**config.mk**
```make
export PLATFORM = sky130hd
export DESIGN_NAME = food_placer
export DESIGN_NICKNAME = d
export VERILOG_FILES = /design/src/rtl/food_placer.sv
export SDC_FILE = /design/constraint.sdc
export NUM_CORES = 1
export LEC_CHECK = 0
export CAP_MARGIN = 20
export CORE_ASPECT_RATIO = 0.9
export CORE_UTILIZATION = 55
export DETAILED_ROUTE_END_ITERATION = 10
export DONT_BUFFER_PORTS = 1
export GPL_TIMING_DRIVEN = 0
export PLACE_DENSITY = 0.81
export SYNTH_ARGS = -nofsm -noshare
export SYNTH_HDL_FRONTEND = slang
export SYNTH_SLANG_ARGS = --single-unit
```
**constraint.sdc**
```tcl
create_clock -name clk_i -period 3.1 [get_ports clk_i]
set_clock_uncertainty 0.2 [all_clocks]
set_input_delay 0.465 -clock clk_i [delete_from_list [all_inputs] [get_ports clk_i]]
set_output_delay 0.465 -clock clk_i [all_outputs]
set_load 0.05 [all_outputs]
```
**src/rtl/food_placer.sv**
```systemverilog
// ---------------------------------------------------------------------------
// food_placer
//
// Sequencing controller for the snake game's food placement. On a request it
// pulses the coordinate generator, captures the candidate cell, asks the body
// occupancy checker whether the cell is taken and retries until a free cell is
// found or the retry budget is exhausted. It owns the committed food position.
//
// Optional feature macro: FOOD_BORDER_CHECK_EN
//   When defined, candidates outside X_MIN..X_MAX / Y_MIN..Y_MAX are rejected
//   at the end of SETTLE without issuing a query. When undefined, every
//   candidate is queried.
//
// Ports
//   clk_i          system clock, rising edge
//   reset_i        asynchronous active-high reset
//   place_req_i    one-cycle placement request (sampled only when idle)
//   food_clear_i   food eaten, drops food_valid_o
//   rng_en_o       generator step enable, one cycle per attempt
//   rng_x_i/rng_y_i generator coordinate outputs
//   query_valid_o  occupancy query pending
//   query_x_o/query_y_o candidate cell under query
//   query_done_i   checker response strobe
//   query_hit_i    cell occupied (qualified by query_done_i)
//   food_x_o/food_y_o committed food cell
//   food_valid_o   a food position is committed
//   busy_o         controller is not idle
//   place_done_o   one-cycle completion pulse
//   place_fail_o   with place_done_o: retry budget exhausted
// ---------------------------------------------------------------------------
module food_placer #(
  parameter int unsigned MAX_TRIES = 16,
  parameter logic [7:0]  X_MIN     = 8'd15,
  parameter logic [7:0]  X_MAX     = 8'd145,
  parameter logic [6:0]  Y_MIN     = 7'd10,
  parameter logic [6:0]  Y_MAX     = 7'd110
) (
  input  logic       clk_i,
  input  logic       reset_i,
  input  logic       place_req_i,
  input  logic       food_clear_i,
  output logic       rng_en_o,
  input  logic [7:0] rng_x_i,
  input  logic [6:0] rng_y_i,
  output logic       query_valid_o,
  output logic [7:0] query_x_o,
  output logic [6:0] query_y_o,
  input  logic       query_done_i,
  input  logic       query_hit_i,
  output logic [7:0] food_x_o,
  output logic [6:0] food_y_o,
  output logic       food_valid_o,
  output logic       busy_o,
  output logic       place_done_o,
  output logic       place_fail_o
);

  localparam int unsigned       CNT_W   = $clog2(MAX_TRIES + 1);
  localparam logic [CNT_W-1:0]  CNT_MAX = CNT_W'(MAX_TRIES);

  // Reject illegal parameter combinations at elaboration time.
  if ((MAX_TRIES < 1) || (MAX_TRIES > 255) || (X_MIN > X_MAX) || (Y_MIN > Y_MAX)) begin : g_param_check
    $error("food_placer: illegal parameter set");
  end

  typedef enum logic [2:0] {
    ST_IDLE      = 3'd0,
    ST_STEP      = 3'd1,
    ST_SETTLE    = 3'd2,
    ST_QUERY     = 3'd3,
    ST_DONE_OK   = 3'd4,
    ST_DONE_FAIL = 3'd5
  } state_e;

  state_e           state_q, state_d;
  logic [CNT_W-1:0] try_q, try_d;
  logic [CNT_W-1:0] try_inc_s;
  logic             budget_out_s;
  logic [7:0]       cand_x_q;
  logic [6:0]       cand_y_q;
  logic [7:0]       food_x_q;
  logic [6:0]       food_y_q;
  logic             food_valid_q;

  logic             rng_en_s;
  logic             query_valid_s;
  logic             busy_s;
  logic             place_done_s;
  logic             place_fail_s;

  // Counter never wraps: it holds at CNT_MAX even if incremented again.
  assign try_inc_s    = (try_q == CNT_MAX) ? try_q : (try_q + CNT_W'(1));
  assign budget_out_s = (try_inc_s == CNT_MAX);

`ifdef FOOD_BORDER_CHECK_EN
  logic cand_in_range_s;

  // Bounds are checked on the generator outputs being captured this cycle.
  assign cand_in_range_s = (rng_x_i >= X_MIN) && (rng_x_i <= X_MAX) &&
                           (rng_y_i >= Y_MIN) && (rng_y_i <= Y_MAX);
`endif

  // State register and try counter.
  always_ff @(posedge clk_i or posedge reset_i) begin
    if (reset_i) begin
      state_q <= ST_IDLE;
      try_q   <= '0;
    end else begin
      state_q <= state_d;
      try_q   <= try_d;
    end
  end

  // Next-state and try-counter logic.
  always_comb begin
    state_d = state_q;
    try_d   = try_q;
    case (state_q)
      ST_IDLE: begin
        if (place_req_i) begin
          try_d   = '0;
          state_d = ST_STEP;
        end else begin
          state_d = ST_IDLE;
        end
      end
      ST_STEP: begin
        state_d = ST_SETTLE;
      end
      ST_SETTLE: begin
`ifdef FOOD_BORDER_CHECK_EN
        if (cand_in_range_s) begin
          state_d = ST_QUERY;
        end else begin
          try_d   = try_inc_s;
          state_d = budget_out_s ? ST_DONE_FAIL : ST_STEP;
        end
`else
        state_d = ST_QUERY;
`endif
      end
      ST_QUERY: begin
        if (query_done_i) begin
          if (query_hit_i) begin
            try_d   = try_inc_s;
            state_d = budget_out_s ? ST_DONE_FAIL : ST_STEP;
          end else begin
            state_d = ST_DONE_OK;
          end
        end else begin
          state_d = ST_QUERY;
        end
      end
      ST_DONE_OK: begin
        state_d = ST_IDLE;
      end
      ST_DONE_FAIL: begin
        state_d = ST_IDLE;
      end
      default: begin
        state_d = ST_IDLE;
      end
    endcase
  end

  // Output strobes decoded straight from the state register.
  always_comb begin
    rng_en_s      = 1'b0;
    query_valid_s = 1'b0;
    busy_s        = 1'b1;
    place_done_s  = 1'b0;
    place_fail_s  = 1'b0;
    case (state_q)
      ST_IDLE:      busy_s        = 1'b0;
      ST_STEP:      rng_en_s      = 1'b1;
      ST_SETTLE:    busy_s        = 1'b1;
      ST_QUERY:     query_valid_s = 1'b1;
      ST_DONE_OK:   place_done_s  = 1'b1;
      ST_DONE_FAIL: begin
        place_done_s = 1'b1;
        place_fail_s = 1'b1;
      end
      default:      busy_s        = 1'b0;
    endcase
  end

  // Candidate capture at the end of SETTLE; held stable through QUERY.
  always_ff @(posedge clk_i or posedge reset_i) begin
    if (reset_i) begin
      cand_x_q <= 8'd0;
      cand_y_q <= 7'd0;
    end else if (state_q == ST_SETTLE) begin
      cand_x_q <= rng_x_i;
      cand_y_q <= rng_y_i;
    end
  end

  // Committed food position; a commit takes priority over a same-cycle clear.
  always_ff @(posedge clk_i or posedge reset_i) begin
    if (reset_i) begin
      food_x_q     <= 8'd0;
      food_y_q     <= 7'd0;
      food_valid_q <= 1'b0;
    end else if (state_q == ST_DONE_OK) begin
      food_x_q     <= cand_x_q;
      food_y_q     <= cand_y_q;
      food_valid_q <= 1'b1;
    end else if (food_clear_i) begin
      food_valid_q <= 1'b0;
    end
  end

  assign rng_en_o      = rng_en_s;
  assign query_valid_o = query_valid_s;
  assign query_x_o     = cand_x_q;
  assign query_y_o     = cand_y_q;
  assign food_x_o      = food_x_q;
  assign food_y_o      = food_y_q;
  assign food_valid_o  = food_valid_q;
  assign busy_o        = busy_s;
  assign place_done_o  = place_done_s;
  assign place_fail_o  = place_fail_s;

endmodule

```
Word level (Yosys, flattened, before mapping). Cells that the tools add are included.

Word-level logic and storage cells: 41. Flip-flop bits (word level): 39. Input bits: 21. Output and inout port bits: 36.

Add/sub/neg operators: 1. Reduce and logical (&&, ||, !) cells: 6. Eq/ne operators: 10. Multiplexer cells: 17.

Operator list (number): 2-to-1 mux 5 bit (4); one-hot mux 3 bit (4 select lines) (1); == test 5 bit (second input constant) (2); one-hot mux 5 bit (2 select lines) (1); 2-to-1 mux 3 bit (3); 2-to-1 mux 1 bit (8); == test 3 x 2 -> 1 bit (second input constant) (2); == test 3 bit (second input constant) (2); != test 2 bit (second input constant) (3); adder 5 x 1 -> 5 bit (second input constant) (1); OR reduction 5 bit (1); AND reduction 4 bit (1); nonzero test 2 bit (2); == test 3 x 1 -> 1 bit (second input constant) (1); zero test 3 bit (1); OR reduction 2 bit (1).

Logic depth before layout (Yosys ltp).
Depth after elaboration: 7. Depth in mapped cells: 6.

Least setup slack after synthesis. Ideal clock, no wire load.

Path kind: register -> output. Start: register state_q[2]. End: output rng_en_o. Stages on the path, launching flop included: 4. Buffers on the path: 1. Required time: 2.435 ns. Arrival time: 1.364 ns. Setup slack: 1.071 ns. Cells stage by stage: dfrtp_1 buf_6 nor2b_1 nor2b_1.

Longest elaborated chain between the ends: 2.

Ends and longest elaborated chain: start: declaration (RTL line 75) `state_e state_q, state_d;`; start signal: assignment (RTL line 109) `state_q <= state_d;`; == test 3 x 1 -> 1 bit (RTL line 173) `case (state_q)`; 2-to-1 mux 1 bit (RTL line 173); end: declaration (RTL line 42) `output logic rng_en_o,`.

No other way between the ends.

Worst setup path after layout. Ends and elaborated chain as after synthesis.

==> results.md <==
Outcome:
- The flow ran to the end, and the final reports show no timing, DRC or antenna violations.

Clock tree:
- The post-CTS setup buffer count is 0.
- TritonCTS built the clock tree.
- Clock-pin slew was measured on the worst setup and hold paths at between 0.1 and 0.15 ns.
- CTS placed an instance of sky130_fd_sc_hd__clkbuf_4 at the clock tree root.
- The CTS sink count is 39.
- Clock latency on the worst-skew pair, taken at its later pin, is 0.34 ns.
- The number of buffers added by the clock tree synthesis step is 5.
- The total number of H-tree levels is 2.
- The clock passes through at most 2 buffers.

Floorplanning:
- For this configuration, the core starts out at a cell density of 0.581.
- In this run the count of I/O pins placed on the die edge is 57.
- The floorplan die height is 56.0 µm.
- The initialized floorplan defines 19 standard-cell rows.
- In this run the horizontal extent of the chip is around 62 µm.
- The overall die area is between 3000 and 4000 µm².
- The total area inside the core boundary comes to about 3100 µm².

Critical path:
- Data on the critical path is required at its endpoint by approximately 2.4 ns.
- The startpoint class of the critical path is a flop.
- The top fanout value on the critical path is 9.
- STA classifies the critical path endpoint as an output port.
- STA puts the critical path data arrival time at around 1.8 ns.
- The critical path class is flop to output port.

Cells and area:
- The number of nets in the final layout is approximately 160.
- The number of diodes is 0.
- The area growth from synthesis to layout is 8.08%.
- The count of non-filler cells in the finished layout is around 180.
- The fraction of final layout cells with drive strength greater than 1 is 0.314.

Timing:
- The number of setup violations in the final report is 0.
- The smallest clock period supported by the final layout is computed as between 2 and 2.5 ns.
- In the finished design, the share of the clock period the worst path needs comes to 0.798.
- The max-slew violation total from the final report is 0.
- Setup total negative slack on the finished layout was measured at 0 ns.
- Derived from the worst setup path, the maximum achievable clock frequency is 404 MHz.
- The slew at the pin closest to its max-slew limit is roughly 1.0 ns.
- The final hold violation count is 0.
- Setup repair after global routing left no endpoint under its margin.
- The relative max-transition margin is 0.318.

Global routing:
- The global routing met1 resource utilization is 0.246.
- The global routing usage summed across all routing layers is 0.206.
- For this run the aggregate overflow at the end of global routing stands at 0.
- After global routing, the most crowded layer is met2.
- The met2 layer usage reported by global route is 0.328.
- Entering global routing, the biggest net connects 21 pins.
- The number of global-route vias before repair is 1115.
- The first global-routing pass estimated roughly 5000 µm of wire.
- The met3 track utilization from global routing is 0.0930.
- The number of antenna violations at the first check in global routing was 0.

Synth:
- The number of synthesis warnings is 0.
- Of the total synthesized cell area, the portion taken by AND, OR, NAND and NOR gates is 0.0983.
- The netlist uses 36 different library cells.
- The sequential cell area fraction in the yosys report is 0.548.
- The predominant post-synthesis flop cell is sky130_fd_sc_hd__dfrtp_1.
- In this run, synthesis produced a sequential element count of 39.
- After synthesis, the largest family of logic cells by area is multiplexers.
- After synthesis, the mean cell area works out to approximately 14 µm².
- Measured against the total synthesized area, the mux share comes to 0.220.
- The synthesized-area fraction occupied by ao, oa, aoi and oai cells is 0.0590.
- Of the total synthesized cell area, the portion taken by full adders, half adders and majority gates is 0.0140.
- The number of nets in the synthesized netlist is 150.
- Synthesis produced about 130 cells.
- In the synthesized netlist the async set-or-reset flop fraction comes to 1.00.
- The netlist area before placement is about 1800 µm².
- Of the total synthesized cell area, the portion taken by XOR and XNOR cells is 0.0147.
- Yosys mapped a number of flops with a built-in enable equal to 0.

Drt:
- The total number of vias is approximately 1000.
- The via density per instance is 5.74.
- Once detail routing completed, the nets flagged for antenna violations numbered 0.
- The routed length per instance is around 18 µm.
- The post-detailed-route DRC marker count is 0.
- The first TritonRoute pass finished after 4 iterations.
- The detailed router's first-iteration violation count is 39.
- The post-detailed-routing wire length is between 3000 and 4000 µm.

Job:
- The tool flagged a number of max-cap violations equal to 0.

Placement:
- The number of placed instances with taps included is 170.
- The HPWL after detailed placement is ~2300 µm.
- The weighted congestion at the end of routability-driven global placement is roughly 0.78.
- The quantity of I/O buffers inserted on ports is 0.

Min path:
- The worst hold-check path type is input port to flop.
## synth_stat cells (2+ instances only)
cell	n	area share
sky130_fd_sc_hd__inv_1	5	0.011
sky130_fd_sc_hd__ha_1	2	0.014
sky130_fd_sc_hd__nor2b_1	2	0.0070
sky130_fd_sc_hd__buf_4	2	0.0084
sky130_fd_sc_hd__buf_6	3	0.019
sky130_fd_sc_hd__xor2_1	3	0.015
sky130_fd_sc_hd__a21o_1	2	0.0084
sky130_fd_sc_hd__dfrtp_1	39	0.55
sky130_fd_sc_hd__and2_1	2	0.0070
sky130_fd_sc_hd__mux2_4	9	0.076
sky130_fd_sc_hd__mux2_2	16	0.10
sky130_fd_sc_hd__o21ai_0	4	0.011
sky130_fd_sc_hd__nand2_1	3	0.0063
sky130_fd_sc_hd__nand3_1	2	0.0056
sky130_fd_sc_hd__nand4_1	3	0.011
sky130_fd_sc_hd__mux2_1	5	0.032
sky130_fd_sc_hd__nand2b_1	3	0.011
sky130_fd_sc_hd__a21oi_1	3	0.0084
sky130_fd_sc_hd__mux2i_1	2	0.011
## layer usage
layer / vias up / routed length (µm)
met4: 0 / 35
met5: - / 0
met3: 6 / 246
li1: 468 / -
met1: 511 / 1210
met2: 42 / 1700
## final timing paths
path                                       from                  endpoint  slack (ns)  cells past startpoint
max                        state_q[2]$_DFF_PP0_                  rng_en_o        0.63                      3
min                                  rng_x_i[6]  query_x_o[6]$_DFFE_PP0P_        0.05                      1
max reg2reg                state_q[2]$_DFF_PP0_   food_x_o[0]$_DFFE_PP0P_        1.22                      6
min reg2reg                state_q[2]$_DFF_PP0_      state_q[1]$_DFF_PP0_        0.40                      2
max in group asynchronous               reset_i  query_x_o[5]$_DFFE_PP0P_        1.60                      3
min in group asynchronous               reset_i   food_x_o[4]$_DFFE_PP0P_        0.52                      2
## sequential cells by signal, indices dropped and copies added, names as in the netlist
name,flops
state_q,3
food_x_o,8
food_y_o,7
food_valid_o,1
query_y_o,7
query_x_o,8
try_q,5
## placed cells by master (no fill, tap or decap), types with 2 or more instances in the layout
cell type	count
sky130_fd_sc_hd__and2_1	2
sky130_fd_sc_hd__buf_4	2
sky130_fd_sc_hd__o21ai_0	4
sky130_fd_sc_hd__nand4_1	3
sky130_fd_sc_hd__nor2b_1	2
sky130_fd_sc_hd__dfrtp_1	39
sky130_fd_sc_hd__xor2_1	3
sky130_fd_sc_hd__inv_1	5
sky130_fd_sc_hd__nand2_1	3
sky130_fd_sc_hd__nand3_1	2
sky130_fd_sc_hd__clkbuf_4	5
sky130_fd_sc_hd__a21o_1	2
sky130_fd_sc_hd__mux2_1	5
sky130_fd_sc_hd__buf_6	3
sky130_fd_sc_hd__mux2_4	9
sky130_fd_sc_hd__ha_1	2
sky130_fd_sc_hd__mux2i_1	2
sky130_fd_sc_hd__a21oi_1	3
sky130_fd_sc_hd__nand2b_1	3
sky130_fd_sc_hd__mux2_2	16
## logic make-up after synthesis
| logic type | Yosys count |
|---|---|
| flip-flops | 39 |
| multiplexers | 32 |
| AND/OR/NAND/NOR | 24 |
| AO/OA/AOI/OAI | 16 |
| buffers and inverters | 11 |
| XOR/XNOR | 3 |
| adder cells (fa/ha/maj) | 2 |
## area by class of cell
type	instances	area [µm²]
clock buffer	6	41.3
fill	238	1140
timing repair buffer	2	37.5
multi-input combinational	77	723
sequential	39	976
inverter	5	18.8
clock inverter	2	12.5
buffer	6	63.8
tap	42	52.6
## metrics by stage
stage	utilization	area, µm²	setup slack, ns	hold slack [ns]
floorplan	-	1780	1.07	0.330
global placement	0.598	1830	1.02	0.344
detailed placement	0.607	1860	1.01	0.359
CTS	0.628	1930	0.614	0.0446
global route	0.628	1930	0.513	0.0267
finish	0.628	1930	0.626	0.0511
## what timing repair did
item / 4_1_cts / 5_1_grt
hold endpoints to repair: 19 / 0
gates resized for setup: 0 / 0
hold buffers: 1 / 0
## critical path, cell delays in order (launching register included)
cell and delay [ns]:
sky130_fd_sc_hd__dfrtp_1 0.40, sky130_fd_sc_hd__buf_6 0.14, sky130_fd_sc_hd__nor2b_1 0.16, sky130_fd_sc_hd__nor2b_1 0.76
Power is left out: the tool's default activity adds up to more than one toggle a clock period on the data nets, which glitch-free logic cannot reach.
